<file path="src/rtl/ysyx_22040931_mem_arb.sv">
// Shares one core-side memory bus between IF fetches and LSU loads/stores, one transaction at a time.
// Define YSYX_22040931_ARB_RR_EN for round-robin arbitration; default is fixed LSU priority.
module ysyx_22040931_mem_arb #(
  parameter int ADDR_W = 64
) (
  input  logic              clk,
  input  logic              rst,
  input  logic              if_req_valid,
  output logic              if_req_ready,
  input  logic [ADDR_W-1:0] if_addr,
  output logic              if_rsp_valid,
  output logic [31:0]       if_rsp_data,
  input  logic              lsu_req_valid,
  output logic              lsu_req_ready,
  input  logic              lsu_wr,
  input  logic [1:0]        lsu_size,
  input  logic [ADDR_W-1:0] lsu_addr,
  input  logic [63:0]       lsu_wdata,
  output logic              lsu_rsp_valid,
  output logic [63:0]       lsu_rsp_data,
  output logic              bus_req_valid,
  input  logic              bus_req_ready,
  output logic              bus_wr,
  output logic [ADDR_W-1:0] bus_addr,
  output logic [63:0]       bus_wdata,
  output logic [7:0]        bus_wmask,
  input  logic              bus_rsp_valid,
  input  logic [63:0]       bus_rdata
);

  typedef enum logic [1:0] {IDLE, REQ, WAIT, RESP} state_t;

  state_t state, state_nxt;

  logic              owner_lsu;
  logic              wr_q;
  logic [2:0]        off_q;
  logic              addr2_q;
  logic [ADDR_W-1:0] addr_q;
  logic [63:0]       wdata_q;
  logic [7:0]        wmask_q;
  logic [31:0]       if_data_q;
  logic [63:0]       lsu_data_q;

  logic              grant_lsu, grant_if, accept, capture;
  logic              sel_wr;
  logic [1:0]        sel_size;
  logic [ADDR_W-1:0] sel_addr;
  logic [2:0]        sel_off;
  logic [7:0]        sel_mask;

  function automatic logic [2:0] byte_off(input logic [1:0] sz, input logic [2:0] a);
    logic [2:0] o;
    case (sz)
      2'b00:   o = a;
      2'b01:   o = {a[2:1], 1'b0};
      2'b10:   o = {a[2], 2'b00};
      default: o = 3'b000;
    endcase
    return o;
  endfunction

  function automatic logic [7:0] byte_mask(input logic [1:0] sz, input logic [2:0] o);
    logic [7:0] m;
    case (sz)
      2'b00:   m = 8'h01 << o;
      2'b01:   m = 8'h03 << o;
      2'b10:   m = 8'h0F << o;
      default: m = 8'hFF;
    endcase
    return m;
  endfunction

`ifdef YSYX_22040931_ARB_RR_EN
  // last_lsu: 1 when the previous accept went to the LSU; the other side wins the next conflict
  logic last_lsu;
  assign grant_lsu = lsu_req_valid && (!if_req_valid || !last_lsu);

  always_ff @(posedge clk) begin
    if (rst)         last_lsu <= 1'b0;
    else if (accept) last_lsu <= grant_lsu;
  end
`else
  assign grant_lsu = lsu_req_valid;
`endif

  assign grant_if      = if_req_valid && !grant_lsu;
  assign lsu_req_ready = (state == IDLE) && !rst && grant_lsu;
  assign if_req_ready  = (state == IDLE) && !rst && grant_if;
  assign accept        = lsu_req_ready || if_req_ready;

  // IF is always a word read
  assign sel_wr   = grant_lsu && lsu_wr;
  assign sel_size = grant_lsu ? lsu_size : 2'b10;
  assign sel_addr = grant_lsu ? lsu_addr : if_addr;
  assign sel_off  = byte_off(sel_size, sel_addr[2:0]);
  assign sel_mask = sel_wr ? byte_mask(sel_size, sel_off) : 8'h00;

  assign capture = ((state == REQ) && bus_req_ready && bus_rsp_valid) ||
                   ((state == WAIT) && bus_rsp_valid);

  always_comb begin
    state_nxt = state;
    case (state)
      IDLE: if (accept) state_nxt = REQ;
      REQ:  if (bus_req_ready) state_nxt = bus_rsp_valid ? RESP : WAIT;
      WAIT: if (bus_rsp_valid) state_nxt = RESP;
      RESP: state_nxt = IDLE;
      default: state_nxt = IDLE;
    endcase
  end

  always_ff @(posedge clk) begin
    if (rst) begin
      state      <= IDLE;
      owner_lsu  <= 1'b0;
      wr_q       <= 1'b0;
      off_q      <= 3'b000;
      addr2_q    <= 1'b0;
      addr_q     <= '0;
      wdata_q    <= '0;
      wmask_q    <= '0;
      if_data_q  <= '0;
      lsu_data_q <= '0;
    end else begin
      state <= state_nxt;
      if (accept) begin
        owner_lsu <= grant_lsu;
        wr_q      <= sel_wr;
        off_q     <= sel_off;
        addr2_q   <= sel_addr[2];
        addr_q    <= {sel_addr[ADDR_W-1:3], 3'b000};
        wdata_q   <= sel_wr ? (lsu_wdata << {sel_off, 3'b000}) : 64'd0;
        wmask_q   <= sel_mask;
      end
      // Response data is formatted on capture so it holds between pulses
      if (capture) begin
        if (owner_lsu) lsu_data_q <= wr_q ? 64'd0 : (bus_rdata >> {off_q, 3'b000});
        else           if_data_q  <= addr2_q ? bus_rdata[63:32] : bus_rdata[31:0];
      end
    end
  end

  assign bus_req_valid = (state == REQ);
  assign bus_wr        = wr_q;
  assign bus_addr      = addr_q;
  assign bus_wdata     = wdata_q;
  assign bus_wmask     = wmask_q;
  assign if_rsp_valid  = (state == RESP) && !owner_lsu;
  assign lsu_rsp_valid = (state == RESP) && owner_lsu;
  assign if_rsp_data   = if_data_q;
  assign lsu_rsp_data  = lsu_data_q;

endmodule

</file>
<file path="config.mk">
export PLATFORM = sky130hd
export DESIGN_NAME = ysyx_22040931_mem_arb
export DESIGN_NICKNAME = d
export VERILOG_FILES = /design/src/rtl/ysyx_22040931_mem_arb.sv
export SDC_FILE = /design/constraint.sdc
export NUM_CORES = 1
export LEC_CHECK = 0
export ABC_AREA = 1
export CORE_AREA = 2 2 197 199
export CTS_BUF_LIST = sky130_fd_sc_hd__clkbuf_8
export DETAILED_ROUTE_END_ITERATION = 6
export DIE_AREA = 0 0 199 201
export PLACE_DENSITY = 0.63
export SETUP_SLACK_MARGIN = 0.2
export SKIP_LAST_GASP = 1
export SYNTH_ARGS = -nofsm -noshare
export SYNTH_HDL_FRONTEND = slang
export SYNTH_SLANG_ARGS = --single-unit
</file>
<file path="constraint.sdc">
create_clock -name clk -period 2.58 [get_ports clk]
set_input_delay 0.387 -clock clk [delete_from_list [all_inputs] [get_ports clk]]
set_output_delay 0.387 -clock clk [all_outputs]
set_load 0.01 [all_outputs]
</file>
==> impl_results.rst <==
.. list-table::
   :header-rows: 1

   * - Metric
     - Value
   * - Transition time at the pin with the least slew margin
     - 825 ps
   * - Number of search-and-repair iterations in the first detailed-routing pass
     - 6
   * - First-iteration detailed-routing DRC count
     - 1429
   * - Most frequent cells in the layout
     - sky130_fd_sc_hd__nand2_1 (592), sky130_fd_sc_hd__clkdlybuf4s50_1 (493), sky130_fd_sc_hd__dfxtp_1 (235), sky130_fd_sc_hd__nand3_1 (190), sky130_fd_sc_hd__inv_1 (169)
   * - Share of final-layout standard cells stronger than drive strength 1
     - 8.42%
   * - Slowest cell on the critical path
     - sky130_fd_sc_hd__clkdlybuf4s50_1
   * - Data required time of the worst path
     - 2190 ps
   * - Arr. time, crit path
     - 1880 ps
   * - Post-synthesis sequential area ratio
     - 36.9%
   * - Library cells used by synthesis
     - 34
   * - Hold bufs inserted after CTS
     - 0
   * - Power density over the cells
     - 671 nW/µm²
   * - Routed vias/inst
     - 5.18
   * - Count of final setup violators
     - 0
   * - Fin crit share
     - 87.8%
   * - Final-stage net count
     - 2713
   * - Category of the most critical setup path
     - reg -> out
   * - Met2 wirelength from detailed routing
     - 29300 µm
   * - Maximum achievable frequency
     - 441 MHz
   * - Hold/Removal Path Class
     - in -> reg
   * - Power share of the sequential group
     - 33.6%
   * - Number of warnings issued by yosys
     - 0
   * - Clock Path Buffers
     - 3
   * - Total number of clock tree sinks
     - 237
   * - Pre-CTS worst setup slack
     - -84.1 ps
   * - Floorplan die width
     - 199 µm
   * - Largest fanout on the critical path
     - 6
   * - Crit start category
     - flop
   * - Area Growth Syn to Fin
     - 53.4%
   * - Rel. slew slack
     - 45.0%
   * - Post-route antenna net violation count
     - 0
   * - Final WS setup
     - 314 ps
   * - Count of H-tree levels built during CTS
     - 2
   * - Number of standard cells in the final layout excluding fillers
     - 2988
   * - Routability congestion estimate
     - 1.00
   * - Mapped Cells
     - 1956
   * - Buffer cell driving the clock tree root
     - sky130_fd_sc_hd__clkbuf_8
   * - Clock latency at the later pin of the worst-skew pair
     - 630 ps
   * - Number of antenna violations at the first check in global routing
     - 3
   * - Maximum clock skew at final layout
     - 36.3 ps
   * - Buffer and inverter count on the worst path
     - 1
   * - Pin count of the biggest net entering global routing
     - 155
   * - Number of port buffers
     - 499
   * - Cell area after synthesis
     - 12900 µm²
   * - Stage delay of the slowest cell on the critical path
     - 620 ps
   * - Total non-filler cell area in the finished layout
     - 19700 µm²
   * - Commonest non-fill, non-tap cell in the layout
     - sky130_fd_sc_hd__nand2_1
   * - Leak pwr
     - 8.19 nW
   * - Outcome
     - finished, final reports clean
   * - Height of the die
     - 201 µm
   * - Share of total power in combinational logic
     - 35.9%
   * - Total Wirelength
     - 62100 µm
   * - Via count of the first global-routing pass
     - 15200
   * - Net Sw Frac
     - 36.0%
   * - Sequence of cells on the critical path
     - ha_1, clkdlybuf4s50_1
   * - Clock slew at reported path FFs
     - 60 ps
   * - Minimum period implied by the final worst setup slack
     - 2270 ps
   * - Setup repair after global routing missed its margin
     - false
   * - Register bit count reported by yosys
     - 237
   * - Cell row count
     - 72
   * - Routed WL per cell
     - 20.8 µm
   * - Global-route wire length before repair
     - 92300 µm
   * - Wire length the detailed router placed on met1
     - 25000 µm
   * - Post-place instance area
     - 18700 µm²
   * - Cell count after placement
     - 2909
   * - Switching power summed over all nets
     - 4.78 mW
   * - Critical Path End Type
     - output pin
   * - Hold violation total from the final report
     - 0
   * - CTS tree
     - yes
   * - Utilization of the core after routing
     - 51.8%
   * - Top Family by Delay on Critical Path
     - buffers and inverters
   * - Placeable core area
     - 38100 µm²
   * - Count of maximum capacitance violations
     - 0
   * - Clk network pwr share
     - 30.5%
   * - Vias
     - 15500
   * - Internal Pwr Total
     - 8.48 mW
   * - DRC violation count after routing
     - 0
   * - Final sum of negative setup slack
     - 0 ps
   * - Die Area
     - 40000 µm²
   * - Max IR drop VDD
     - 0.320 mV
   * - Initial Util
     - 33.8%
   * - Overall track demand over capacity in global routing
     - 30.4%
   * - Mean cell area of the mapped netlist
     - 6.58 µm²
   * - Gr ovfl total
     - 0
   * - Fin. max-slew vios
     - 0
   * - Highest metal layer used by the detailed router
     - met5
   * - Ports placed on the boundary
     - 503
   * - TritonCTS buffer count
     - 44
   * - Total met3 wirelength after detailed routing
     - 4830 µm
   * - Half-perimeter wire length of the detailed placement result
     - 46900 µm
[cell usage after synthesis (all sizes together)]
library cell	instances	share of area, %
nand2	597	18
dfxtp	237	37
nand3	193	7.6
inv	171	5.0
o21ai	142	5.6
a21oi	111	4.3
nor2	98	3.2
clkbuf	81	2.4
buf	78	3.3
a211oi	64	3.7
a31oi	63	3.1
o211ai	55	3.2
a22oi	25	1.5
ha	10	0.97
a2bb2oi	8	0.54
or2	8	0.39
nand3b	7	0.41
nor3	3	0.12
a21boi	2	0.12
conb	1	0.029
o21a	1	0.058
o22ai	1	0.049
[registers in the layout, summed over array words and instances (netlist names)]
name	cells
lsu_rsp_data	64
bus_wdata	64
bus_wr	1
bus_addr	61
if_rsp_data	32
state	2
off_q	3
bus_wmask	8
addr2_q	1
owner_lsu	1
[what timing repair did]
action | in CTS | in global routing
setup buffers | 0 | 1
resized for setup | 12 | 7
endpoints found under the hold margin | 0 | 0
setup endpoints to repair | 4 | 3
[kinds of logic (layout without fill, tap and decap cells)]
group                    count (synthesis)  count (layout)  share of synthesized area (%)
other                                    1               4                         0.0291
flip-flops                             237             237                           36.9
adder cells (fa/ha/maj)                 10              10                          0.972
AND/OR/NAND/NOR                        906             906                           29.3
buffers and inverters                  330             841                           10.7
AO/OA/AOI/OAI                          472             472                           22.1
[power groups by stage]
stage               combinational [mW]  clock [mW]  sequential, mW
floorplan                         2.22           0            4.62
global placement                  4.69           0            4.51
detailed placement                4.70           0            4.51
CTS                               4.72        4.14            4.45
global route                      5.15        4.29            4.50
finish                            4.76        4.04            4.45
[area by class of cell]
cell class	count	area (µm²)
Fill cell	3882	18400
Multi-Input combinational cell	1391	6790
Timing Repair Buffer	593	5940
Sequential cell	237	4750
Clock buffer	60	826
Inverter	171	648
Tap cell	518	648
Clock inverter	17	148
Antenna cell	1	2.50
[worst reg2reg max path, cell delays in order, from the launching register on]
cell,delay (ps)
sky130_fd_sc_hd__dfxtp_1,420
sky130_fd_sc_hd__inv_1,110
sky130_fd_sc_hd__ha_1,230
sky130_fd_sc_hd__inv_1,90
sky130_fd_sc_hd__nor2_4,50
sky130_fd_sc_hd__nand2_1,80
sky130_fd_sc_hd__inv_2,70
sky130_fd_sc_hd__buf_4,140
sky130_fd_sc_hd__nor2_4,140
sky130_fd_sc_hd__clkinv_2,90
sky130_fd_sc_hd__buf_4,270
sky130_fd_sc_hd__o21ai_0,250
sky130_fd_sc_hd__a31oi_1,70
[metal layers]
layer / vias up / global-route usage, %
met5: - / 0
met4: 2 / 13.9
met1: 7169 / 37.1
li1: 7453 / -
met2: 719 / 51.1
met3: 139 / 6.08
[stage by stage]
stage               power (mW)  hold slack [ps]
floorplan                 6.83              477
global placement          9.20              449
detailed placement        9.22              450
CTS                       13.3             97.2
global route              13.9              132
finish                    13.3              143
[path summary, 6_finish.rpt]
path	endpoint	from	cells after the start	slack, ps
min reg2reg	if_rsp_data[11]$_SDFFE_PP0P_	if_rsp_data[11]$_SDFFE_PP0P_	2	460
max reg2reg	addr2_q$_SDFFE_PP0P_	state[0]$_SDFFE_PP0P_	12	410
min	owner_lsu$_SDFFE_PP0P_	rst	4	140
max	bus_req_valid	state[0]$_SDFFE_PP0P_	2	310
Power figures use the tool's default switching activity.
